==> src/rtl/fpu_pkg.sv <==
// Shared fpu definitions: operand format, status bit positions and the
// operand sequencer state encoding.
package fpu_pkg;

  localparam int FP_SIGN_BIT = 31;
  localparam int FP_EXP_W    = 6;
  localparam int FP_MAN_W    = 25;
  localparam int FP_BIAS     = 31;
  localparam int FP_W        = 1 + FP_EXP_W + FP_MAN_W;

  localparam int ST_INVALID   = 0;
  localparam int ST_DIVZERO   = 1;
  localparam int ST_OVERFLOW  = 2;
  localparam int ST_UNDERFLOW = 3;
  localparam int ST_W         = 4;

  typedef enum logic [1:0] {
    SEQ_IDLE,
    SEQ_DRIVE,
    SEQ_PRESENT
  } seq_state_e;

endpackage

==> src/rtl/op_fifo.sv <==
// Operand-pair FIFO: 64-bit {a,b} entries, power-of-two depth, head
// visible combinationally on dout.
module op_fifo #(
  parameter int DEPTH = 4
) (
  input  logic                     clk,
  input  logic                     rst_n,
  input  logic                     push,
  input  logic [63:0]              din,
  input  logic                     pop,
  output logic [63:0]              dout,
  output logic                     full,
  output logic                     empty,
  output logic [$clog2(DEPTH):0]   fill
);

  localparam int AW = $clog2(DEPTH);
  localparam int FW = AW + 1;

  logic [63:0]   mem [DEPTH];
  logic [AW-1:0] wr_q, rd_q;
  logic [FW-1:0] fill_q;

  always_ff @(posedge clk) begin
    if (push) mem[wr_q] <= din;
  end

  // Pointers wrap naturally because DEPTH is a power of two.
  always_ff @(posedge clk) begin
    if (!rst_n) begin
      wr_q   <= '0;
      rd_q   <= '0;
      fill_q <= '0;
    end else begin
      if (push) wr_q <= wr_q + 1'b1;
      if (pop)  rd_q <= rd_q + 1'b1;
      case ({push, pop})
        2'b10:   fill_q <= fill_q + 1'b1;
        2'b01:   fill_q <= fill_q - 1'b1;
        default: fill_q <= fill_q;
      endcase
    end
  end

  assign dout  = mem[rd_q];
  assign full  = (fill_q == FW'(DEPTH));
  assign empty = (fill_q == '0);
  assign fill  = fill_q;

endmodule

==> src/rtl/fpu_op_sequencer.sv <==
// Feeds buffered operand pairs to a combinational fpu one at a time, holds
// them for SETTLE_CYCLES, then presents the sampled result with a handshake.
module fpu_op_sequencer
  import fpu_pkg::*;
#(
  parameter int FIFO_DEPTH    = 4,
  parameter int SETTLE_CYCLES = 100
) (
  input  logic                        clock100KHz,
  input  logic                        reset,
  input  logic                        in_valid,
  output logic                        in_ready,
  input  logic [FP_W-1:0]             in_a,
  input  logic [FP_W-1:0]             in_b,
  output logic [FP_W-1:0]             op_A_out,
  output logic [FP_W-1:0]             op_B_out,
  input  logic [FP_W-1:0]             fpu_data_in,
  input  logic [ST_W-1:0]             fpu_status_in,
  output logic                        res_valid,
  input  logic                        res_ready,
  output logic [FP_W-1:0]             res_data,
  output logic [ST_W-1:0]             res_status,
  output logic [$clog2(FIFO_DEPTH):0] fill
);

  localparam int CW = $clog2(SETTLE_CYCLES);

  seq_state_e      state_q, state_d;
  logic [CW-1:0]   cnt_q, cnt_d;
  logic [FP_W-1:0] op_a_q, op_a_d, op_b_q, op_b_d;
  logic [FP_W-1:0] res_data_q, res_data_d;
  logic [ST_W-1:0] res_st_q, res_st_d;
  logic            res_vld_q, res_vld_d;

  logic            push, pop, full, empty;
  logic [63:0]     head;

  assign in_ready = reset & ~full;
  assign push     = in_valid & in_ready;

  op_fifo #(.DEPTH(FIFO_DEPTH)) u_fifo (
    .clk   (clock100KHz),
    .rst_n (reset),
    .push  (push),
    .din   ({in_a, in_b}),
    .pop   (pop),
    .dout  (head),
    .full  (full),
    .empty (empty),
    .fill  (fill)
  );

  always_ff @(posedge clock100KHz) begin
    if (!reset) begin
      state_q    <= SEQ_IDLE;
      cnt_q      <= '0;
      op_a_q     <= '0;
      op_b_q     <= '0;
      res_data_q <= '0;
      res_st_q   <= '0;
      res_vld_q  <= 1'b0;
    end else begin
      state_q    <= state_d;
      cnt_q      <= cnt_d;
      op_a_q     <= op_a_d;
      op_b_q     <= op_b_d;
      res_data_q <= res_data_d;
      res_st_q   <= res_st_d;
      res_vld_q  <= res_vld_d;
    end
  end

  // Operands stay on the fpu from the pop edge until the result is taken,
  // so the presented result always matches the visible operands.
  always_comb begin
    state_d    = state_q;
    cnt_d      = cnt_q;
    op_a_d     = op_a_q;
    op_b_d     = op_b_q;
    res_data_d = res_data_q;
    res_st_d   = res_st_q;
    res_vld_d  = res_vld_q;
    pop        = 1'b0;
    case (state_q)
      SEQ_IDLE: begin
        if (!empty) begin
          pop     = 1'b1;
          op_a_d  = head[63:32];
          op_b_d  = head[31:0];
          cnt_d   = CW'(SETTLE_CYCLES - 1);
          state_d = SEQ_DRIVE;
        end
      end
      SEQ_DRIVE: begin
        if (cnt_q == '0) begin
          res_data_d = fpu_data_in;
          res_st_d   = fpu_status_in;
          res_vld_d  = 1'b1;
          state_d    = SEQ_PRESENT;
        end else begin
          cnt_d = cnt_q - 1'b1;
        end
      end
      SEQ_PRESENT: begin
        if (res_ready) begin
          res_vld_d = 1'b0;
          state_d   = SEQ_IDLE;
        end
      end
      default: state_d = SEQ_IDLE;
    endcase
  end

  assign op_A_out   = op_a_q;
  assign op_B_out   = op_b_q;
  assign res_valid  = res_vld_q;
  assign res_data   = res_data_q;
  assign res_status = res_st_q;

endmodule
==> config.mk <==
export PLATFORM = sky130hd
export DESIGN_NAME = fpu_op_sequencer
export DESIGN_NICKNAME = d
export VERILOG_FILES = /design/src/rtl/fpu_pkg.sv /design/src/rtl/op_fifo.sv /design/src/rtl/fpu_op_sequencer.sv
export SDC_FILE = /design/constraint.sdc
export NUM_CORES = 1
export LEC_CHECK = 0
export ABC_CLOCK_PERIOD_IN_PS = 5200
export CAP_MARGIN = 10
export CORE_MARGIN = 2
export CORE_UTILIZATION = 58
export DETAILED_ROUTE_END_ITERATION = 16
export GPL_TIMING_DRIVEN = 0
export PLACE_DENSITY = 0.85
export SLEW_MARGIN = 10
export SYNTH_ARGS = -nofsm -noshare
export SYNTH_HDL_FRONTEND = slang
export SYNTH_HIERARCHICAL = 1
export SYNTH_SLANG_ARGS = --single-unit
export TNS_END_PERCENT = 1
==> constraint.sdc <==
create_clock -name clock100KHz -period 5.2 [get_ports clock100KHz]
set_clock_uncertainty 0.15 [all_clocks]
set_input_delay 1.56 -clock clock100KHz [delete_from_list [all_inputs] [get_ports clock100KHz]]
set_output_delay 1.56 -clock clock100KHz [all_outputs]
set_load 0.005 [all_outputs]
==> qor.csv <==
stage;metric;value;unit
run_status;outcome;complete, no violations;
sta;slew margin rel.;41.4;%
cells_and_area;Post-Layout Cell Count;1474;
floorplanning;Die W;158;um
cells_and_area;commonest non-fill, non-tap cell in the layout;edfxtp_1;
floorplanning;Top Ports;209;
power_and_ir_drop;Max IR drop VDD;0.000385;V
grt;total congestion overflow;0;
min_path;Hold/Removal Path Class;reg2reg;
cts;clk sinks;375;
grt;largest net degree at the start of global routing;40;
cells_and_area;antenna cells;0;
cts;clk_lat worst skew;0.51;ns
drt;First DRT Iteration DRCs;459;
placed_design;GPL Wtd Cong;0.762;
worst_setup_path;Critical-path top delay cell;clkdlybuf4s50_1;
flow_run;max-cap violation count;0;
synthesis;cell taking the most area after synthesis;edfxtp_1;
cts;H-tree levels;2;
drt;antenna violation net count after detailed routing;0;
synthesis;Post-synth EDFFs;256;
cells_and_area;layout cells sized above 1;12.7;%
grt;first-pass GRT wire length;43700;um
worst_setup_path;Worst Setup Start Kind;input pin;
drt;via density per instance;5.44;
sta;Final Cycle Share;90.9;%
worst_setup_path;Worst setup EP type;output pin;
sta;Slew @ Worst Pin;0.878;ns
drt;routed len/inst;19.5;um
drt;Highest Signal Layer;met4;
floorplanning;row count;56;
worst_setup_path;CP delay by family, top;buffers and inverters;
worst_setup_path;arrival time at the worst endpoint;3.02;ns
sta;Hold WS;0.299;ns
placed_design;DP Cell Count;1405;
sta;Fmax;0.212;GHz
worst_setup_path;critical path fanouts, max;13;
floorplanning;initial core utilization;58.8;%
worst_setup_path;crit-path cells;dlymetal6s2s_1, clkinvlp_4, nor2_1, clkdlybuf4s50_1;
drt;drt total wl;28700;um
cells_and_area;# fillers;1409;
synthesis;Synth Flop Type;edfxtp_1;
sta;Setup Viol. Count Final;0;
cts;setup repair bufs after CTS;0;
synthesis;main area contributors after synthesis;edfxtp_1 (56%), dfxtp_1 (17%), mux4_2 (9.9%);
synthesis;post-synth top area share;56.1;%
worst_setup_path;crit path kind;in2out;
cells_and_area;FF/Latch Area;10100;um^2
synthesis;Post-Syn Area;13700;um^2
drt;DRC viols;0;
worst_setup_path;Max stage delay on crit path;0.53;ns
power_and_ir_drop;Power Density;502;nW/um^2
sta;RSZ-0062 raised after global routing;false;
placed_design;Port Buffer Count;208;
sta;Fin Setup TNS;0;ns
cells_and_area;multi-input logic area;3250;um^2
cts;hold_buf cts;0;
drt;First-pass DRT Iterations;5;
grt;initial antenna violation count;0;
cts;TritonCTS Buffers;38;
synthesis;syn nets;985;
cts;clk slew on worst S/H paths;0.06;ns
worst_setup_path;CP Buf/Inv Count;3;
sta;minimum period implied by the final worst setup slack;4.73;ns
drt;met2 routed WL;14800;um
cts;clk buf depth;3;
grt;number of global-route vias before repair;8104;
cells_and_area;post-route core utilization;75.1;%
synthesis;Synth cell types;42;
synthesis;Async SR Flop Fraction;0;%
cts;post-CTS resize count;0;
synthesis;syn avg cell area;15.7;um^2
cells_and_area;most frequent cells in the layout;edfxtp_1 (256), clkdlybuf4s50_1 (207), nand2_1 (205);
drt;Routed met1 length;10900;um
grt;GRT Resource Usage Total;23.4;%
cells_and_area;# nets final;1237;
cts;CTS tree;built;
synthesis;YS warnings;6;
synthesis;part of the Yosys area used for sequential elements;73.5;%
sta;Hold Fails Final Rpt;0;
drt;vias;8012;
cts;Root Driver;clkbuf_16;
floorplanning;die area;24900;um^2
floorplanning;Die Ht;158;um
placed_design;Final HPWL DP;18500;um
cells_and_area;area delta synth->final;27.8;%
power_and_ir_drop;leakage;5.78;nW
floorplanning;CORE AREA;23300;um^2
drt;met3 WL post-DR;2310;um
sta;max-slew violations;0;
synthesis;Cells after Synth;874;
worst_setup_path;Req. time, crit path;3.49;ns
synthesis;flops & latches, synth;375;
-- cell families after synthesis --
| family | synth area share, % |
|---|---|
| flops | 73.5 |
| xor+xnor | 0.320 |
| buf+inv | 2.89 |
| mux | 10.7 |
| simple gates | 7.49 |
| fa+ha+maj | 0.694 |
| compound gates | 4.45 |
-- final cells by class --
cell class	instances	area share, %
buffer	47	1.96
clock buffer	57	6.48
clock inverter	12	0.443
inverter	14	0.321
multi-input combinational	438	18.6
sequential	375	57.5
tap	319	2.28
timing repair buffer	212	12.5
-- sequential cells by signal, summed over array words and instances, names as in the netlist, named ones only --
signal / flops
op_A_out: 32
res_status: 4
u_fifo/wr_q: 2
res_valid: 1
res_data: 32
op_B_out: 32
u_fifo/rd_q: 2
u_fifo/fill: 3
u_fifo/mem: 256
cnt_q: 7
state_q: 2
-- path summary, 6_finish.rpt --
| kind | from | endpoint | slack [ns] | depth (start not counted) |
|---|---|---|---|---|
| worst min-delay path | res_data[19]$_SDFFE_PN0P_ | res_data[19]$_SDFFE_PN0P_ | 0.30 | 2 |
| worst min register to register | res_data[19]$_SDFFE_PN0P_ | res_data[19]$_SDFFE_PN0P_ | 0.30 | 2 |
| worst max-delay path | reset | in_ready | 0.47 | 4 |
| worst max register to register | u_fifo/fill[0]$_SDFFE_PN0P_ | u_fifo/fill[2]$_SDFFE_PN0P_ | 1.97 | 11 |
-- synth_stat cells (2+ instances only) --
master    count
or3_1         6
and3_1        2
mux4_1        4
buf_6         8
nor3_1        4
a21oi_1     104
nor2_1        4
nor3b_1       2
nor2b_1       2
buf_2         7
xor2_1        3
and2_1       11
inv_1        13
o21ai_0       5
edfxtp_1    256
o21a_1        2
dfxtp_1     119
buf_12        6
xnor2_1       2
buf_1         4
mux4_2       60
ha_1          6
nand2_1     205
clkbuf_1     21
-- per-layer routing --
metal	GRT usage [%]	up-vias
li1	-	3739
met1	27.9	3919
met2	42.0	297
met3	5.83	57
met4	7.27	0
met5	0	-
-- per-stage QoR --
| step | cell area [um^2] | total power, mW | setup WS, ns |
|---|---|---|---|
| after global routing | 17500 | 9.23 | 0.359 |
| after CTS | 17500 | 8.87 | 0.0204 |
| after global placement | 16200 | 6.16 | -1.25 |
| after floorplan | 13700 | 5.23 | 1.02 |
| after detailed placement | 16300 | 6.25 | 0.0449 |
| final | 17500 | 8.79 | 0.473 |
-- worst min-delay path: stages, from the launching register on --
cell	delay (ns)
dfxtp_1	0.31
nand2_1	0.05
a21oi_1	0.05
-- report_power, final --
group          total [mW]  switching (mW)  internal, mW
Clock                2.60            1.04          1.56
Combinational        2.47            1.24          1.23
Sequential           3.73           0.193          3.54
Total                8.79            2.47          6.32
Note: power is estimated with default switching activity, not from simulation.
